[src/rtl/reg_file_dump.sv]
// Streams a 16x16 register file out pairwise over a valid/ready port,
// accumulating a wrap-around checksum of every word accepted.
module reg_file_dump (
  input  logic        Clk,
  input  logic        Clear,
  input  logic        Start,
  output logic [3:0]  Aaddr,
  output logic [3:0]  Baddr,
  input  logic [15:0] A,
  input  logic [15:0] B,
  output logic [15:0] DataOut,
  output logic [3:0]  AddrOut,
  output logic        Valid,
  input  logic        Ready,
  output logic        Busy,
  output logic        Done,
  output logic [15:0] Checksum
);

  typedef enum logic [2:0] {
    S_IDLE,
    S_READ,
    S_SEND_A,
    S_SEND_B,
    S_DONE
  } state_e;

  state_e      state_q, state_d;
  logic [2:0]  p_q, p_d;
  logic [15:0] hold_a_q, hold_a_d;
  logic [15:0] hold_b_q, hold_b_d;
  logic [15:0] csum_q, csum_d;

  always_ff @(posedge Clk or posedge Clear) begin
    if (Clear) begin
      state_q  <= S_IDLE;
      p_q      <= 3'd0;
      hold_a_q <= 16'd0;
      hold_b_q <= 16'd0;
      csum_q   <= 16'd0;
    end else begin
      state_q  <= state_d;
      p_q      <= p_d;
      hold_a_q <= hold_a_d;
      hold_b_q <= hold_b_d;
      csum_q   <= csum_d;
    end
  end

  always_comb begin
    state_d  = state_q;
    p_d      = p_q;
    hold_a_d = hold_a_q;
    hold_b_d = hold_b_q;
    csum_d   = csum_q;
    Valid    = 1'b0;
    Done     = 1'b0;
    DataOut  = 16'd0;
    AddrOut  = 4'd0;
    unique case (state_q)
      S_IDLE: begin
        if (Start) begin
          p_d     = 3'd0;
          csum_d  = 16'd0;
          state_d = S_READ;
        end
      end
      S_READ: begin
        hold_a_d = A;
        hold_b_d = B;
        state_d  = S_SEND_A;
      end
      S_SEND_A: begin
        Valid   = 1'b1;
        DataOut = hold_a_q;
        AddrOut = {p_q, 1'b0};
        if (Ready) begin
          csum_d  = csum_q + hold_a_q;
          state_d = S_SEND_B;
        end
      end
      S_SEND_B: begin
        Valid   = 1'b1;
        DataOut = hold_b_q;
        AddrOut = {p_q, 1'b1};
        if (Ready) begin
          csum_d = csum_q + hold_b_q;
          if (p_q == 3'd7) begin
            state_d = S_DONE;
          end else begin
            p_d     = p_q + 3'd1;
            state_d = S_READ;
          end
        end
      end
      S_DONE: begin
        Done    = 1'b1;
        state_d = S_IDLE;
      end
      default: state_d = S_IDLE;
    endcase
  end

  assign Aaddr    = {p_q, 1'b0};
  assign Baddr    = {p_q, 1'b1};
  assign Busy     = (state_q != S_IDLE);
  assign Checksum = csum_q;

endmodule

[config.mk]
export PLATFORM = sky130hd
export DESIGN_NAME = reg_file_dump
export DESIGN_NICKNAME = d
export VERILOG_FILES = /design/src/rtl/reg_file_dump.sv
export SDC_FILE = /design/constraint.sdc
export NUM_CORES = 1
export LEC_CHECK = 0
export CAP_MARGIN = 20
export CORE_MARGIN = 10
export CORE_UTILIZATION = 50
export DETAILED_ROUTE_END_ITERATION = 7
export GPL_TIMING_DRIVEN = 0
export PLACE_DENSITY = 0.9
export SLEW_MARGIN = 20
export SYNTH_ARGS = -nofsm -noshare
export SYNTH_HDL_FRONTEND = slang
export SYNTH_SLANG_ARGS = --single-unit
[constraint.sdc]
create_clock -name Clk -period 3.25 [get_ports Clk]
set_clock_uncertainty 0.15 [all_clocks]
set_input_delay 0.4875 -clock Clk [delete_from_list [all_inputs] [get_ports Clk]]
set_output_delay 0.4875 -clock Clk [all_outputs]
set_load 0.05 [all_outputs]
==> results.yml <==
run_status:
  status: "finished clean"
synth:
  synth_seq_cells: 54
  synth_simple_gate_area_share_pct: 10.7
  synth_area_um2: 3350
  synth.distinct_cells: 49
  async_flop_share_pct: 100
  synth_edf_count: 0
  synthMuxAreaShare_pct: 21.5
  synthXorXnorAreaFrac_pct: 3.40
  synth_top_family_by_area: "multiplexers"
  syn_inst: 319
  syn-num-nets: 375
  synthAdderAreaFrac_pct: 7.70
  synth_compound_area_share_pct: 11.5
  ys.flop_type: "dfrtp_1"
  syn_avg_cell_area_um2: 10.5
  yosysSeqAreaShare_pct: 40.4
  yosys_warnings: 0
final_layout:
  nets: 463
  antenna_cells: 0
  syn_to_final_growth_pct: 31.6
  finalNonFillerCells: 485
  drive_gt1_share_pct: 21.6
timing:
  setup-tns-final_ps: 0
  fmax_mhz: 319
  finalSetupViolations: 0
  hold_violations: 0
  tightest_slew_ps: 544
  rsz0062_at_grt: "no"
  drv_slew: 0
  setup_ws_ps: 116
  maxSlewHeadroom_pct: 63.8
  post-route-period-util_pct: 96.4
  fin_crit_ps: 3130
grt:
  antenna_found_initial: 0
  grt.overflow.total: 0
  grt_usage_pct: 17.0
  grt_pass1_vias: 2814
  grt_max_degree: 36
  grt_pass1_wl_um: 14200
floorplanning:
  fp.coreArea_um2: 6420
  die_x_um: 102
  rows: 29
  pin_count: 83
  die-area_um2: 10400
  start_util_pct: 52.1
  dieHeight_um: 102
detailed_routing:
  ant_nets: 0
  via_per_inst: 5.48
  drtIter0Drc: 77
  firstDrtPassIters: 4
  drc: 0
  post_drt_wl_per_cell_um: 18.1
  routed_wirelength_um: 8780
  via_count: 2658
setup_path:
  arrival_ps: 2500
  path_buf_inv: 3
  required_ps: 2610
  cpPeakStageDelay_ps: 720
  rrSetupSlack_ps: 190
  crit_start: "state_q[2]"
  path_class: "reg -> out"
  r2r-end: "Checksum[14]"
  endpoint: "DataOut[13]"
  critical_path_depth: 5
  r2r_start: "state_q[2]"
  path_cells: "nand2b_1 -> buf_2 -> buf_1 -> nor2_1 -> clkdlybuf4s50_1"
  rr_worst_depth: 12
  start_kind: "flop"
  path_delay_family: "buffers and inverters"
  slowest_stage: "clkdlybuf4s50_1"
  timing.critical_path.fanout_max: 10
  worstSetupEndpointType: "output port"
placement:
  pre_cts_ws_ps: 34.9
  io_buffers: 80
  dp_cells: 477
  hpwl_um: 6800
  place.gp.congestion: 0.850
cts:
  clkTransAtPathRegs_ps: 100
  hold_buffers: 0
  cts_tree: "yes"
  cts.sinks: 54
  cts_made_buffers: 5
  cts_root_buf: "clkbuf_8"
  cts_max_level: 2
  cts_buffer_depth: 2
  clk_latency_ps: 310
min_path:
  hold_path.class: "in -> async"
flow_run:
  maxCapViolations: 0
==> metal layers <==
metal	track usage [%]	up-vias	wire length, µm
met3	4.97	11	660
met1	21.1	1278	3710
li1	-	1291	-
met5	0	-	0
met4	4.18	0	114
met2	28.5	78	4300
==> stage by stage <==
step                      instance area [µm²]  utilization [%]  hold slack [ps]
after floorplan                          3350                -              324
after global placement                   4240             66.1              343
after detailed placement                 4260             66.4              352
after CTS                                4370             68.1              350
after global routing                     4400             68.5              376
final                                    4400             68.5              337
==> timing repair <==
action / CTS / global route
gates resized for setup: 0 / 9
setup endpoints to repair: 0 / 9
buffers inserted: 0 / 0
==> logic make-up after synthesis <==
kind of cell    count (synthesis)
fa+ha+maj                      20
buf+inv                        29
other cells                     2
simple gates                   78
mux                            66
flops                          54
compound gates                 57
xor+xnor                       13
==> Yosys cell counts, types with 3 or more instances <==
library cell,instances,area [µm²]
nand2_1,29,109
o31ai_1,3,22.5
nand3_1,4,20.0
dfrtp_1,54,1350
mux2_2,47,529
a21o_1,5,37.5
mux2i_1,18,180
buf_2,10,50.1
o21a_1,3,22.5
a21oi_1,13,65.1
nor2_1,23,86.3
buf_4,8,60.1
xnor2_1,11,96.3
nor2b_1,3,18.8
o21ai_1,4,20.0
inv_1,7,26.3
a22o_1,4,35.0
o21ai_0,12,60.1
ha_1,19,238
and2_1,4,25.0
==> how the worst min path moves through the flow <==
stage | cells past startpoint | end
after floorplan | 1 | hold_a_q[9]
after detailed placement | 1 | hold_a_q[9]
after global placement | 1 | hold_a_q[9]
final | 2 | hold_b_q[11]
after global routing | 2 | hold_b_q[11]
after CTS | 2 | hold_b_q[11]
==> cell usage in the layout, fill, tap and decap left out, types with 3 or more instances in the layout <==
cell type        netlist  final
nor2_1                23     23
mux2_2                47     47
mux2i_1               18     18
o21a_1                 3      3
o31ai_1                3      3
o21ai_0               12     11
xnor2_1               11     11
nand3_1                4      4
a22o_1                 4      4
a21o_1                 5      5
o21ai_1                4      5
buf_4                  8      8
a21oi_2                1      5
nand2_1               29     29
inv_1                  7      6
a21oi_1               13      9
dfrtp_1               54     54
and2_1                 4      4
clkdlybuf4s50_1        0     80
clkbuf_8               0      5
ha_1                  19     19
buf_2                 10      9
==> worst reg2reg max path: stages, from the launching register on <==
cell and delay [ps]:
dfrtp_1 490, nor2b_4 80, nand2_4 170, clkbuf_4 270, mux2_2 360, ha_1 260
buf_2 170, a21o_1 150, o21ba_1 170, o32a_1 360, o211ai_2 90, xnor2_1 160
o21ai_2 60
==> state kept, by name, summed over array words and instances, names as in the netlist <==
register and cells:
hold_a_q 16, Checksum 16, hold_b_q 16, state_q 3
p_q 3
==> final cells by class <==
class	count	area, µm²
Clock buffer	5	68.8
Inverter	8	30.0
Fill cell	489	2020
Buffer	21	124
Tap cell	77	96.3
Multi-Input combinational cell	236	1870
Timing Repair Buffer	81	821
Sequential cell	54	1350
Clock inverter	3	40.0
Power is left out: the tool's default activity adds up to more than one toggle a clock period on the data nets, which glitch-free logic cannot reach.
